--- config.mk ---
export PLATFORM = sky130hd
export DESIGN_NAME = partial_sum_update_scheduler_flat
export DESIGN_NICKNAME = d
export VERILOG_FILES = /design/src/rtl/partial_sum_update_scheduler_pkg.sv /design/src/rtl/partial_sum_update_scheduler_if.sv /design/src/rtl/partial_sum_update_scheduler_depth_calc.sv /design/src/rtl/partial_sum_update_scheduler.sv /design/src/flat_wrapper.sv
export SDC_FILE = /design/constraint.sdc
export NUM_CORES = 1
export LEC_CHECK = 0
export ABC_AREA = 1
export BUFFER_PORTS_ARGS = -buffer_cell sky130_fd_sc_hd__buf_2
export CAP_MARGIN = 5
export CORE_UTILIZATION = 59
export DETAILED_ROUTE_END_ITERATION = 6
export GPL_TIMING_DRIVEN = 0
export PLACE_DENSITY = 0.81
export SYNTH_ARGS = -nofsm -noshare
export SYNTH_HDL_FRONTEND = slang
export SYNTH_SLANG_ARGS = --single-unit
--- constraint.sdc ---
create_clock -name clk -period 7.2 [get_ports clk]
set_input_delay 0.72 -clock clk [delete_from_list [all_inputs] [get_ports clk]]
set_output_delay 0.72 -clock clk [all_outputs]
set_load 0.01 [all_outputs]
--- src/rtl/partial_sum_update_scheduler_pkg.sv ---
// Shared state codes and helpers for the SC polar decoder partial-sum scheduler.
// The state codes are one-hot-like values that the partial-sum calculator decodes directly.
package polar_ps_pkg;

  localparam int STATE_WIDTH = 10;

  // trailing_ones() works on ids up to this many bits; narrower ids are zero-extended
  localparam int PS_N_LOG_MAX = 16;
  localparam int PS_LAYER_WIDTH_MAX = $clog2(PS_N_LOG_MAX) + 1;

  typedef enum logic [STATE_WIDTH-1:0] {
    ST_IDLE          = 10'd1,
    ST_NEW_BIT_STORE = 10'd16,
    ST_READ          = 10'd32,
    ST_CAL_AND_STORE = 10'd64,
    ST_DONE          = 10'd128
  } ps_state_t;

  // Number of consecutive ones starting at the LSB: how many butterfly layers bit i completes.
  function automatic logic [PS_LAYER_WIDTH_MAX-1:0] trailing_ones(
    input logic [PS_N_LOG_MAX-1:0] value
  );
    logic [PS_LAYER_WIDTH_MAX-1:0] count;
    logic                          run;
    count = '0;
    run   = 1'b1;
    for (int b = 0; b < PS_N_LOG_MAX; b++) begin
      if (run && value[b]) begin
        count = count + PS_LAYER_WIDTH_MAX'(1);
      end else begin
        run = 1'b0;
      end
    end
    return count;
  endfunction

endpackage

--- src/rtl/partial_sum_update_scheduler_if.sv ---
// Bit handshake plus calculator control bus of the partial-sum update scheduler.
// master = decoder top / decision unit side, slave = the scheduler itself.
interface partial_sum_update_scheduler_if #(
  parameter int N_LOG       = 10,
  parameter int LAYER_WIDTH = $clog2(N_LOG) + 1
);
  import polar_ps_pkg::*;

  logic                   start;
  logic                   bit_valid;
  logic                   bit_data;
  logic                   bit_ready;
  logic [STATE_WIDTH-1:0] state;
  logic                   new_bit_data;
  logic [N_LOG-1:0]       id_counter_value;
  logic [LAYER_WIDTH-1:0] layer;
  logic [N_LOG-2:0]       pair_index;
  logic                   busy;
  logic                   update_done;
  logic                   frame_done;

  modport master (
    output start,
    output bit_valid,
    output bit_data,
    input  bit_ready,
    input  state,
    input  new_bit_data,
    input  id_counter_value,
    input  layer,
    input  pair_index,
    input  busy,
    input  update_done,
    input  frame_done
  );

  modport slave (
    input  start,
    input  bit_valid,
    input  bit_data,
    output bit_ready,
    output state,
    output new_bit_data,
    output id_counter_value,
    output layer,
    output pair_index,
    output busy,
    output update_done,
    output frame_done
  );

endinterface

--- src/rtl/partial_sum_update_scheduler_depth_calc.sv ---
// Update depth k for bit index id: trailing ones of id, forced to 0 for the last bit of the frame.
// Supports N_LOG up to PS_N_LOG_MAX.
module ps_update_depth_calc
  import polar_ps_pkg::*;
#(
  parameter int N_LOG       = 10,
  parameter int LAYER_WIDTH = $clog2(N_LOG) + 1
) (
  input  logic [N_LOG-1:0]       id,
  output logic [LAYER_WIDTH-1:0] k
);

  logic [PS_N_LOG_MAX-1:0]       id_ext;
  logic [PS_LAYER_WIDTH_MAX-1:0] ones;
  logic                          last_bit;

  assign id_ext   = PS_N_LOG_MAX'(id);
  assign ones     = trailing_ones(id_ext);
  // bit N-1 closes the frame; its partial sums are never consumed
  assign last_bit = &id;
  assign k        = last_bit ? '0 : LAYER_WIDTH'(ones);

endmodule

--- src/rtl/partial_sum_update_scheduler.sv ---
// Partial-sum update scheduler: accepts one decoded bit at a time and walks the
// butterfly layers / pairs it completes, driving the partial-sum calculator.
module partial_sum_update_scheduler
  import polar_ps_pkg::*;
#(
  parameter int N_LOG       = 10,
  parameter int LAYER_WIDTH = $clog2(N_LOG) + 1
) (
  input logic                          clk,
  input logic                          reset,
  partial_sum_update_scheduler_if.slave bus
);

  localparam logic [N_LOG-1:0] LAST_ID = '1;

  ps_state_t              state_reg, state_next;
  logic [N_LOG-1:0]       id_reg, id_next;
  logic [LAYER_WIDTH-1:0] layer_reg, layer_next;
  logic [N_LOG-2:0]       pair_reg, pair_next;
  logic                   new_bit_reg, new_bit_next;
  logic                   frame_active_reg, frame_active_next;

  logic [LAYER_WIDTH-1:0] depth;
  logic                   bit_ready;
  logic                   accept;
  logic [N_LOG-1:0]       pair_span;
  logic                   pair_more;
  logic                   layer_more;

  ps_update_depth_calc #(
    .N_LOG       (N_LOG),
    .LAYER_WIDTH (LAYER_WIDTH)
  ) u_depth (
    .id (id_reg),
    .k  (depth)
  );

  assign bit_ready = frame_active_reg && (state_reg == ST_IDLE) && !bus.start;
  assign accept    = bus.bit_valid && bit_ready;

  // layer l holds 2^l pairs; pair_span is zero-extended so the compare never wraps
  assign pair_span  = N_LOG'(1) << layer_reg;
  assign pair_more  = {1'b0, pair_reg} < (pair_span - N_LOG'(1));
  assign layer_more = (layer_reg + LAYER_WIDTH'(1)) < depth;

  always_ff @(posedge clk or posedge reset) begin
    if (reset) begin
      state_reg        <= ST_IDLE;
      id_reg           <= '0;
      layer_reg        <= '0;
      pair_reg         <= '0;
      new_bit_reg      <= 1'b0;
      frame_active_reg <= 1'b0;
    end else begin
      state_reg        <= state_next;
      id_reg           <= id_next;
      layer_reg        <= layer_next;
      pair_reg         <= pair_next;
      new_bit_reg      <= new_bit_next;
      frame_active_reg <= frame_active_next;
    end
  end

  always_comb begin
    state_next        = state_reg;
    id_next           = id_reg;
    layer_next        = layer_reg;
    pair_next         = pair_reg;
    new_bit_next      = new_bit_reg;
    frame_active_next = frame_active_reg;

    case (state_reg)
      ST_IDLE: begin
        // start wins over a pending bit: bit_ready is masked while start is high
        if (bus.start) begin
          frame_active_next = 1'b1;
          id_next           = '0;
        end else if (accept) begin
          new_bit_next = bus.bit_data;
          state_next   = ST_NEW_BIT_STORE;
        end
      end

      ST_NEW_BIT_STORE: begin
        if (depth != '0) begin
          layer_next = '0;
          pair_next  = '0;
          state_next = ST_READ;
        end else begin
          state_next = ST_DONE;
        end
      end

      ST_READ: begin
        state_next = ST_CAL_AND_STORE;
      end

      ST_CAL_AND_STORE: begin
        if (pair_more) begin
          pair_next  = pair_reg + (N_LOG-1)'(1);
          state_next = ST_READ;
        end else if (layer_more) begin
          layer_next = layer_reg + LAYER_WIDTH'(1);
          pair_next  = '0;
          state_next = ST_READ;
        end else begin
          state_next = ST_DONE;
        end
      end

      ST_DONE: begin
        state_next = ST_IDLE;
        if (id_reg == LAST_ID) begin
          id_next           = '0;
          frame_active_next = 1'b0;
        end else begin
          id_next = id_reg + N_LOG'(1);
        end
      end

      default: begin
        state_next = ST_IDLE;
      end
    endcase
  end

  assign bus.bit_ready        = bit_ready;
  assign bus.state            = state_reg;
  assign bus.new_bit_data     = new_bit_reg;
  assign bus.id_counter_value = id_reg;
  assign bus.layer            = layer_reg;
  assign bus.pair_index       = pair_reg;
  assign bus.busy             = (state_reg != ST_IDLE);
  assign bus.update_done      = (state_reg == ST_DONE);
  assign bus.frame_done       = (state_reg == ST_DONE) && (id_reg == LAST_ID);

endmodule

--- src/flat_wrapper.sv ---
// flat-port wrapper written by rule: the top's interface ports become plain ports
module partial_sum_update_scheduler_flat import polar_ps_pkg::*;
#(
  parameter int N_LOG       = 10,
  parameter int LAYER_WIDTH = $clog2(N_LOG) + 1
)
  (clk, reset, bus_start, bus_bit_valid, bus_bit_data, bus_bit_ready, bus_state, bus_new_bit_data, bus_id_counter_value, bus_layer, bus_pair_index, bus_busy, bus_update_done, bus_frame_done);
  partial_sum_update_scheduler_if #(.N_LOG(N_LOG), .LAYER_WIDTH(LAYER_WIDTH)) bus_i ();
  input logic clk;
  input logic reset;
  input wire logic [$bits(bus_i.start)-1:0] bus_start;
  input wire logic [$bits(bus_i.bit_valid)-1:0] bus_bit_valid;
  input wire logic [$bits(bus_i.bit_data)-1:0] bus_bit_data;
  output wire logic [$bits(bus_i.bit_ready)-1:0] bus_bit_ready;
  output wire logic [$bits(bus_i.state)-1:0] bus_state;
  output wire logic [$bits(bus_i.new_bit_data)-1:0] bus_new_bit_data;
  output wire logic [$bits(bus_i.id_counter_value)-1:0] bus_id_counter_value;
  output wire logic [$bits(bus_i.layer)-1:0] bus_layer;
  output wire logic [$bits(bus_i.pair_index)-1:0] bus_pair_index;
  output wire logic [$bits(bus_i.busy)-1:0] bus_busy;
  output wire logic [$bits(bus_i.update_done)-1:0] bus_update_done;
  output wire logic [$bits(bus_i.frame_done)-1:0] bus_frame_done;
  assign bus_i.start = bus_start;
  assign bus_i.bit_valid = bus_bit_valid;
  assign bus_i.bit_data = bus_bit_data;
  assign bus_bit_ready = bus_i.bit_ready;
  assign bus_state = bus_i.state;
  assign bus_new_bit_data = bus_i.new_bit_data;
  assign bus_id_counter_value = bus_i.id_counter_value;
  assign bus_layer = bus_i.layer;
  assign bus_pair_index = bus_i.pair_index;
  assign bus_busy = bus_i.busy;
  assign bus_update_done = bus_i.update_done;
  assign bus_frame_done = bus_i.frame_done;
  partial_sum_update_scheduler #(.N_LOG(N_LOG), .LAYER_WIDTH(LAYER_WIDTH)) u_core (.clk(clk), .reset(reset), .bus(bus_i));
endmodule
# Word-level counts from Yosys, hierarchy flattened
# Cells that the tools add are included.
op_classes:
  add_sub_neg: 13
  order_cmp: 2
  eq_ne: 15
  shift: 1
  n_mux: 40
  n_bitwise: 1
  n_reduce_logical: 24
ops:
  columns: ["op", "count"]
  rows:
  - ["5-bit two-way mux", 13]
  - ["5-bit by 1-bit adder with 5-bit output (second input constant)", 10]
  - ["10-bit two-way mux", 5]
  - ["10-bit one-hot mux with 4 select lines", 1]
  - ["9-bit two-way mux", 3]
  - ["10-bit one-hot mux with 2 select lines", 1]
  - ["9-bit one-hot mux with 2 select lines", 1]
  - ["8-bit two-way mux", 2]
  - ["1-bit logical AND", 13]
  - ["1-bit two-way mux", 12]
  - ["10-bit by 1-bit adder with 10-bit output (second input constant)", 1]
  - ["10-bit by 1-bit equality test with 1-bit output (second input constant)", 1]
  - ["10-bit equality test (second input constant)", 1]
  - ["10-bit by 5-bit equality test with 1-bit output (second input constant)", 1]
  - ["10-bit by 6-bit equality test with 1-bit output (second input constant)", 1]
  - ["10-bit by 7-bit equality test with 1-bit output (second input constant)", 1]
  - ["10-bit by 8-bit equality test with 1-bit output (second input constant)", 1]
  - ["9-bit by 10-bit less-than comparator with 1-bit output", 1]
  - ["10-bit by 1-bit != test with 1-bit output (second input constant)", 1]
  - ["5-bit one-hot mux with 2 select lines", 1]
  - ["10-bit AND reduction", 1]
  - ["1-bit by 5-bit left shift with 10-bit output (first input constant)", 1]
  - ["10-bit by 1-bit subtractor with 10-bit output (second input constant)", 1]
  - ["9-bit by 1-bit adder with 9-bit output (second input constant)", 1]
  - ["12 further kinds", 21]
totals:
  regBits: 36
  output_inout_bits: 39

# Depth between registers and ports, before layout
# Gate-level depths: netlist (run 1).
logic_depth:
  ltp_word: 24
  ltp_mapped: 40
  depth_no_buf: 40

# Cells and area by module
# A second synthesis (run 1) with hierarchy kept.
unflattened:
  hier_cells: 378
  area_unflattened_um2: 2821.5
by_module_without_submodules:
  columns: ["mod", "instances", "cells_per_inst", "area_per_inst_um2"]
  rows:
  - ["partial_sum_update_scheduler", 1, 282, 2287.2]
  - ["ps_update_depth_calc", 1, 96, 534.3]

# Worst setup path before layout (run 1)
# Ideal clock, no wire load.
synth_timing:
  kind: "register to register"
  startpoint: "register u_core.id_reg[0], in the netlist u_core.bus.id_counter_value[0]"
  endpoint: "register u_core.pair_reg[6], in the netlist u_core.bus.pair_index[6]"
  setup_ns: 0.119
  t_arrival_ns: 5.519
  required_time_ns: 7.081
  setup_slack_ns: 1.561
  path_stages_with_launch: 37
  n_path_buf: 0
  synth_period_minus_slack_ns: 5.639
  cell_sequence: "dfrtp_1 ha_1 nand2_4 nand2_1 nand2_1 inv_1 ha_1 o21ai_4 inv_1 ha_1 o21ai_0 o21ai_0 o21ai_0 ha_1 or2_2 nand3_1 nand2_1 ha_1 or2_2 nand2_1 inv_1 ha_1 inv_1 nor2_1 nand3_2 nor2_1 nand3_1 nand3_2 ha_1 nand2_1 nor2_1 a211oi_1 nand2_1 nand2_1 nand2_1 nand2_4 o21ai_2"
synth_between:
  elab_chain_cells: 23
  word_cells_on_any_way: 44
  classes_between: "add/sub (9); order compare (1); eq/ne (2); mux (20); reduce/logical (12)"
synth_rtl:
  columns: ["element", "line", "rtl"]
  rows:
  - ["start, declared", "partial_sum_update_scheduler.sv:17", "logic [N_LOG-1:0] id_reg, id_next;"]
  - ["start signal, assigned", "partial_sum_update_scheduler.sv:56", "id_reg <= id_next;"]
  - ["1-bit two-way mux", "partial_sum_update_scheduler_pkg.sv:28", "if (run && value[b]) begin"]
  - ["5-bit by 1-bit adder with 5-bit output / 1-bit logical AND (equally long branches)", "partial_sum_update_scheduler_pkg.sv:29, partial_sum_update_scheduler_pkg.sv:28", null]
  - ["5-bit two-way mux / 1-bit two-way mux (equally long branches)", "partial_sum_update_scheduler_pkg.sv:28", null]
  - ["5-bit by 1-bit adder with 5-bit output / 1-bit logical AND (equally long branches)", "partial_sum_update_scheduler_pkg.sv:29, partial_sum_update_scheduler_pkg.sv:28", null]
  - ["5-bit two-way mux / 1-bit two-way mux (equally long branches)", "partial_sum_update_scheduler_pkg.sv:28", null]
  - ["5-bit by 1-bit adder with 5-bit output / 1-bit logical AND (equally long branches)", "partial_sum_update_scheduler_pkg.sv:29, partial_sum_update_scheduler_pkg.sv:28", null]
  - ["5-bit two-way mux / 1-bit two-way mux (equally long branches)", "partial_sum_update_scheduler_pkg.sv:28", null]
  - ["5-bit by 1-bit adder with 5-bit output / 1-bit logical AND (equally long branches)", "partial_sum_update_scheduler_pkg.sv:29, partial_sum_update_scheduler_pkg.sv:28", null]
  - ["(+7 left out)", null, null]
  - ["5-bit by 1-bit adder with 5-bit output / 1-bit logical AND (equally long branches)", "partial_sum_update_scheduler_pkg.sv:29, partial_sum_update_scheduler_pkg.sv:28", null]
  - ["5-bit two-way mux / 1-bit two-way mux (equally long branches)", "partial_sum_update_scheduler_pkg.sv:28", null]
  - ["5-bit by 1-bit adder with 5-bit output / 1-bit logical AND (equally long branches)", "partial_sum_update_scheduler_pkg.sv:29, partial_sum_update_scheduler_pkg.sv:28", null]
  - ["5-bit two-way mux", "partial_sum_update_scheduler_pkg.sv:28", null]
  - ["5-bit two-way mux *", "partial_sum_update_scheduler_depth_calc.sv:21", "assign k = last_bit ? '0 : LAYER_WIDTH'(ones);"]
  - ["5-bit less-than comparator / 5-bit nonzero test (equally long branches)", "partial_sum_update_scheduler.sv:44, partial_sum_update_scheduler.sv:85", null]
  - ["3-bit by 1-bit != test with 1-bit output (no line) / 2-bit by 1-bit != test with 1-bit output (equally long branches)", null, null]
  - ["3-bit AND reduction (no line) *", null, null]
  - ["end signal, assigned", "partial_sum_update_scheduler.sv:58", "pair_reg <= pair_next;"]
  - ["end, declared", "partial_sum_update_scheduler.sv:19", "logic [N_LOG-2:0] pair_reg, pair_next;"]
# Every way passes the cells marked *; elsewhere a longest branch is shown, timed or not.
# A chain may end at the register's enable or synchronous reset.

# Worst setup path after layout (run 1)
layout_timing:
  startpoint: "register u_core.id_reg[0], in the netlist u_core.bus.id_counter_value[0]"
  endpoint: "register u_core.pair_reg[0], in the netlist u_core.bus.pair_index[0]"
# Same word-level chain as after synthesis.

==> reports/metrics.yaml, run 1 <==
path_clk_slew_ns: 0.07
cp.arrival_ns: 6.56
vias: 3160
critPathKind: "flop to flop"
p_leak_nw: 2.10
area_growth_pct: 12.5
layout-drive-gt1-share: 0.219
end_kind: "flop"
place_congestion: 0.858
swShare: 0.350
power_mw: 0.449
netlist-cell-type-count: 40
crit_required_ns: 7.38
yosysSeqAreaShare: 0.237
hold_viol: 0
io_pins: 44
synth_area_per_cell_um2: 6.87
hp-class: "input pin to asynchronous set/reset pin"
p_per_area_nw_per_um2: 121
p_int_mw: 0.292
cp_max_fo: 7
syn_area_um2: 3280
ir_worst_vdd_uv: 162
yosysWarnings: 0
start_kind: "flop"
viasPerCell: 5.28
cts_hold_buf: 0
crit_family: "simple AND/OR/NAND/NOR gates"
initial_utilization: 0.627
setup_ws_ns: 0.823
timing.slew.headroom: 0.347
place_ws_ns: 0.888
path_depth: 36
dp_hpwl_um: 5870
layout.nets: 563
cpMaxStageDelayCell: "dfrtp_1"
antenna_found_initial: 0
finClkSkew_ns: 0.00420
critPathMostFrequentCell: "nand2_1"
num_antenna_cells: 0
port_buffers: 38
stdcell_count: 599
setup_viol_count_final: 0
tns_ns: 0
grt_pass1_wl_um: 12600
period_share: 0.886
outcome: "completed"
grt_overflow: 0
cts_resized: 0
grt_max_degree: 32
die_height_um: 76.6
cap_violations: 0
synthCells: 478
htree_levels: 2
cts_tree: "built"
die-area_um2: 5870
path_buf_inv: 4
hold_slack_ns: 0.434
routed_wl_um: 7210
ant_nets: 0
largest_reg_flops: 10
core_area_um2: 5240
die_w_um: 76.6
rsz0062_at_grt: "false"
clockBufferDepth: 2
p_clk_frac: 0.309
first_iter_violations: 178
timing.fmax_mhz: 157
rows: 26
final_max_slew_viol_count: 0
comb_power_share: 0.262
clock-sinks: 31
wl_per_cell_um: 12.0
synth_seq_cells: 31
seqPwrFrac: 0.429
first_pass_iters: 4
clk_latency_ns: 0.29
numCtsBuffers: 5
postCtsSetupBuffers: 0
drc: 0
cp_slowest_stage_delay_ns: 0.45
post-route-min-period_ns: 6.38
root_buffer: "clkbuf_8"
r2r.worst_path.cells: 36
first_global_vias: 2953
p_sw_mw: 0.157
dp.cells: 590
worst_pin_slew_ns: 0.971
grt_usage: 0.261
layout by cell type, fill, tap and decap left out, types with 8 or more instances in the layout:
master,netlist,layout
nand2_1,96,96
inv_1,83,83
nor2_1,42,42
nand3_1,39,39
buf_2,1,39
ha_1,30,30
dfrtp_1,30,30
nand2_2,22,22
nand4_1,15,15
a21oi_1,14,14
xor2_1,13,13
o21ai_0,13,13
nor3_1,8,8
nand3_2,8,8
kinds of logic (layout without fill, tap and decap cells):
logic type      after synthesis  count (layout)  share of synthesized area
flops                        31              31                      0.237
compound gates               47              47                     0.0872
simple gates                256             256                      0.400
buf+inv                      96             143                      0.116
xor+xnor                     17              17                     0.0453
fa+ha+maj                    30              30                      0.114
other cells                   1               5                    0.00114
worst paths after layout:
check / from / slack (ns) / end
hold / removal: reset / 0.43 / u_core.bus.id_counter_value[1]
setup reg to reg: u_core.bus.id_counter_value[0] / 0.82 / u_core.bus.pair_index[0]
setup / recovery: u_core.bus.id_counter_value[0] / 0.82 / u_core.bus.pair_index[0]
min in group clk: u_core.bus.new_bit_data / 0.48 / u_core.bus.new_bit_data
max in group asynchronous: reset / 6.22 / u_core.bus.state[0]
hold reg to reg: u_core.bus.new_bit_data / 0.48 / u_core.bus.new_bit_data
synth_stat cells (all sizes together):
cell | instances | area [um2]
a211oi | 1 | 7.51
nand2 | 123 | 554
inv | 89 | 334
a21oi | 14 | 70.1
conb | 1 | 3.75
o211ai | 2 | 15.0
o32ai | 1 | 8.76
o22ai | 4 | 25.0
dfrtp | 30 | 751
nand3b | 2 | 18.8
o21ai | 22 | 136
o221ai | 1 | 8.76
nor3 | 10 | 66.3
nand4 | 15 | 93.8
nor2 | 51 | 243
clkbuf | 1 | 3.75
nor4 | 4 | 25.0
xnor2 | 4 | 35.0
nand3 | 48 | 293
xor2 | 13 | 114
o21bai | 2 | 15.0
buf | 6 | 42.5
dfstp | 1 | 26.3
ha | 30 | 375
or2 | 3 | 18.8
power by group through the flow:
stage,logic [mW],registers [mW],clock network (mW)
6_report,0.118,0.193,0.139
5_1_grt,0.134,0.193,0.148
4_1_cts,0.116,0.192,0.139
3_5_place_dp,0.115,0.195,0
3_3_place_gp,0.112,0.195,0
2_1_floorplan,0.0778,0.199,0
through the flow:
step                 util  instance area, um2
global placement    0.683                3580
CTS                 0.700                3670
floorplan               -                3300
global route        0.706                3700
finish              0.706                3700
detailed placement  0.684                3580
layout make-up:
class	instances	area [um2]
inverters	89	334
well taps	70	87.6
clock inverters	2	12.5
clock buffers	6	72.6
flip-flops and latches	31	777
multi-input cells	355	2150
repair buffers	39	218
plain buffers	7	46.3
fillers	438	1540
routing by layer:
| metal | vias up | global-route usage | part of all wire |
|---|---|---|---|
| met5 | - | 0 | 0 |
| met4 | 0 | 0.0846 | 0.010 |
| met3 | 10 | 0.0335 | 0.053 |
| met2 | 75 | 0.424 | 0.45 |
| met1 | 1448 | 0.360 | 0.48 |
| li1 | 1627 | - | - |
Note: power is estimated with default switching activity, not from simulation.
==> run 2, diff against run 1 <==
--- a/config.mk
+++ b/config.mk
@@ -11,7 +11,8 @@
 export CORE_UTILIZATION = 59
 export DETAILED_ROUTE_END_ITERATION = 6
 export GPL_TIMING_DRIVEN = 0
-export PLACE_DENSITY = 0.81
+export PLACE_DENSITY_LB_ADDON = 0.25
+export SKIP_CTS_REPAIR_TIMING = 1
 export SYNTH_ARGS = -nofsm -noshare
 export SYNTH_HDL_FRONTEND = slang
 export SYNTH_SLANG_ARGS = --single-unit
==> run 2 against run 1 <==
  * Worst setup slack improved by 0.021 ns
  * Global-route usage hardly changed
  * Final cell count is the same
  * Sequential share of layout area fell by 0.11 points
  * Design area is 0.51% higher
  * First-iteration DRC count down 21%
  * Utilization is 0.36 points higher
  * Flip-flop and latch count did not move
  * Wire length is 0.54% lower
==> reports/metrics.yaml, run 2 (synthesized netlist as in run 1, its figures left out) <==
final_max_slew_viol_count: 0  # unchanged
p_leak_nw: 2.11  # was 2.10 nW
setup_viol_count_final: 0  # unchanged
grt_usage: 0.262  # was 0.261
wl_per_cell_um: 12.0  # about the same
layout_common_cells: "nand2_1, inv_1, nor2_1"  # unchanged
r2r.worst_path.cells: 36  # unchanged
vias: 3159  # was 3,160
layout.nets: 563  # unchanged
period_share: 0.883  # was 0.886
worst_pin_slew_ns: 0.936  # was 0.971 ns
cp_slowest_stage_delay_ns: 0.41  # was 0.45 ns
p_per_area_nw_per_um2: 126  # was 121 nW/um2
timing.slew.headroom: 0.371  # was 0.347
first_global_vias: 2950  # was 2,953
io_pins: 44  # unchanged
layout-drive-gt1-share: 0.221  # was 0.219
ant_nets: 0  # unchanged
cp.arrival_ns: 6.54  # was 6.56 ns
dp_hpwl_um: 5680  # was 5870 um
p_int_mw: 0.311  # was 0.292 mW
rows: 26  # unchanged
critPathKind: "flop to flop"  # unchanged
initial_utilization: 0.627  # unchanged
post-route-min-period_ns: 6.36  # was 6.38 ns
comb_power_share: 0.253  # was 0.262
grt_overflow: 0  # unchanged
cap_violations: 0  # unchanged
die_w_um: 76.6  # unchanged
reg2reg_to: "u_core.bus.pair_index[6]"  # was u_core.bus.pair_index[0]
largest_reg_flops: 10  # unchanged
clock-sinks: 31  # unchanged
place_congestion: 0.883  # was 0.858
cp_max_fo: 7  # unchanged
outcome: "completed"  # unchanged
p_sw_mw: 0.159  # was 0.157 mW
area_growth_pct: 13.1  # was 12.5%
power_mw: 0.470  # was 0.449 mW
hold_viol: 0  # unchanged
r2r-start: "u_core.bus.id_counter_value[1]"  # was u_core.bus.id_counter_value[0]
p_clk_frac: 0.337  # was 0.309
numCtsBuffers: 5  # unchanged
core_area_um2: 5240  # unchanged
rsz0062_at_grt: "false"  # unchanged
place_ws_ns: 0.964  # was 0.888 ns
ir_worst_vdd_uv: 178  # was 162 uV
htree_levels: 2  # unchanged
grt_max_degree: 32  # unchanged
num-fill-cells: 427  # was 438
multi_input_area_um2: 2150  # unchanged
seqPwrFrac: 0.410  # was 0.429
port_buffers: 38  # unchanged
layout_commonest_cell: "nand2_1"  # unchanged
crit_required_ns: 7.38  # about the same
setup_ws_ns: 0.844  # was 0.823 ns
dp.cells: 590  # unchanged
timing.fmax_mhz: 157  # about the same
antenna_found_initial: 0  # unchanged
cpMaxStageDelayCell: "dfrtp_1"  # unchanged
drc: 0  # unchanged
die_height_um: 76.6  # unchanged
finClkSkew_ns: 0.0169  # was 0.00420 ns
root_buffer: "clkbuf_8"  # unchanged
final_area_um2: 3710  # was 3700 um2
stdcell_count: 599  # unchanged
num_antenna_cells: 0  # unchanged
routed_wl_um: 7170  # was 7210 um
clk_latency_ns: 0.29  # about the same
path_clk_slew_ns: 0.07  # about the same
die-area_um2: 5870  # unchanged
first_pass_iters: 5  # was 4
grt_pass1_wl_um: 12600  # about the same
rrSetupSlack_ns: 0.84  # was 0.82 ns
hp-class: "input pin to asynchronous set/reset pin"  # unchanged
seqCellArea_um2: 777  # unchanged
placed_cell_area_um2: 3580  # unchanged
swShare: 0.338  # was 0.350
tns_ns: 0  # unchanged
first_iter_violations: 140  # was 178
cts_tree: "built"  # unchanged
clockBufferDepth: 2  # unchanged
end_kind: "flop"  # unchanged
viasPerCell: 5.27  # was 5.28
start_kind: "flop"  # unchanged
[run 2: power by group through the flow]
stage | Clock [mW] | Sequential, mW | Combinational, mW
global placement | 0 | 0.195 | 0.111
CTS | 0.159 | 0.193 | 0.116
detailed placement | 0 | 0.195 | 0.115
finish | 0.158 | 0.193 | 0.119
global route | 0.164 | 0.195 | 0.136
floorplan | 0 | 0.199 | 0.0778
[run 2: layer usage]
layer,vias to the layer above,GRT usage,part of all wire
met5,-,0,0
met4,0,0.0462,0.0064
met3,6,0.0443,0.048
li1,1631,-,-
met1,1443,0.365,0.49
met2,79,0.429,0.46
[run 2: worst max-delay path by stage]
stage,startpoint,to,slack (ns)
floorplan,u_core.bus.id_counter_value[0],u_core.bus.pair_index[6],1.56
global placement,u_core.bus.id_counter_value[0],u_core.bus.pair_index[7],1.06
detailed placement,u_core.bus.id_counter_value[0],u_core.bus.pair_index[3],0.96
CTS,u_core.bus.id_counter_value[1],u_core.bus.pair_index[0],0.90
global route,u_core.bus.id_counter_value[0],u_core.bus.pair_index[7],0.27
finish,u_core.bus.id_counter_value[1],u_core.bus.pair_index[6],0.84
[run 2: layout make-up]
| class | count | share of cell area |
|---|---|---|
| Clock inverter | 1 | 0.00202 |
| Tap cell | 70 | 0.0236 |
| Multi-Input combinational cell | 355 | 0.578 |
| Sequential cell | 31 | 0.209 |
| Timing Repair Buffer | 39 | 0.0586 |
| Clock buffer | 7 | 0.0259 |
| Inverter | 89 | 0.0899 |
| Buffer | 7 | 0.0125 |
[run 2: critical path: cells and delay by family (launching register included)]
| family | cells | cell delay, ns |
|---|---|---|
| simple gates | 18 | 2.24 |
| fa+ha+maj | 7 | 2.03 |
| flops | 1 | 0.41 |
| compound gates | 6 | 1.22 |
| buf+inv | 5 | 0.32 |
[run 2: through the flow]
step                       util  hold WS (ns)
after floorplan               -         0.505
after global placement    0.683         0.460
after detailed placement  0.684         0.469
after CTS                 0.704         0.493
after global routing      0.709         0.449
final                     0.709         0.425
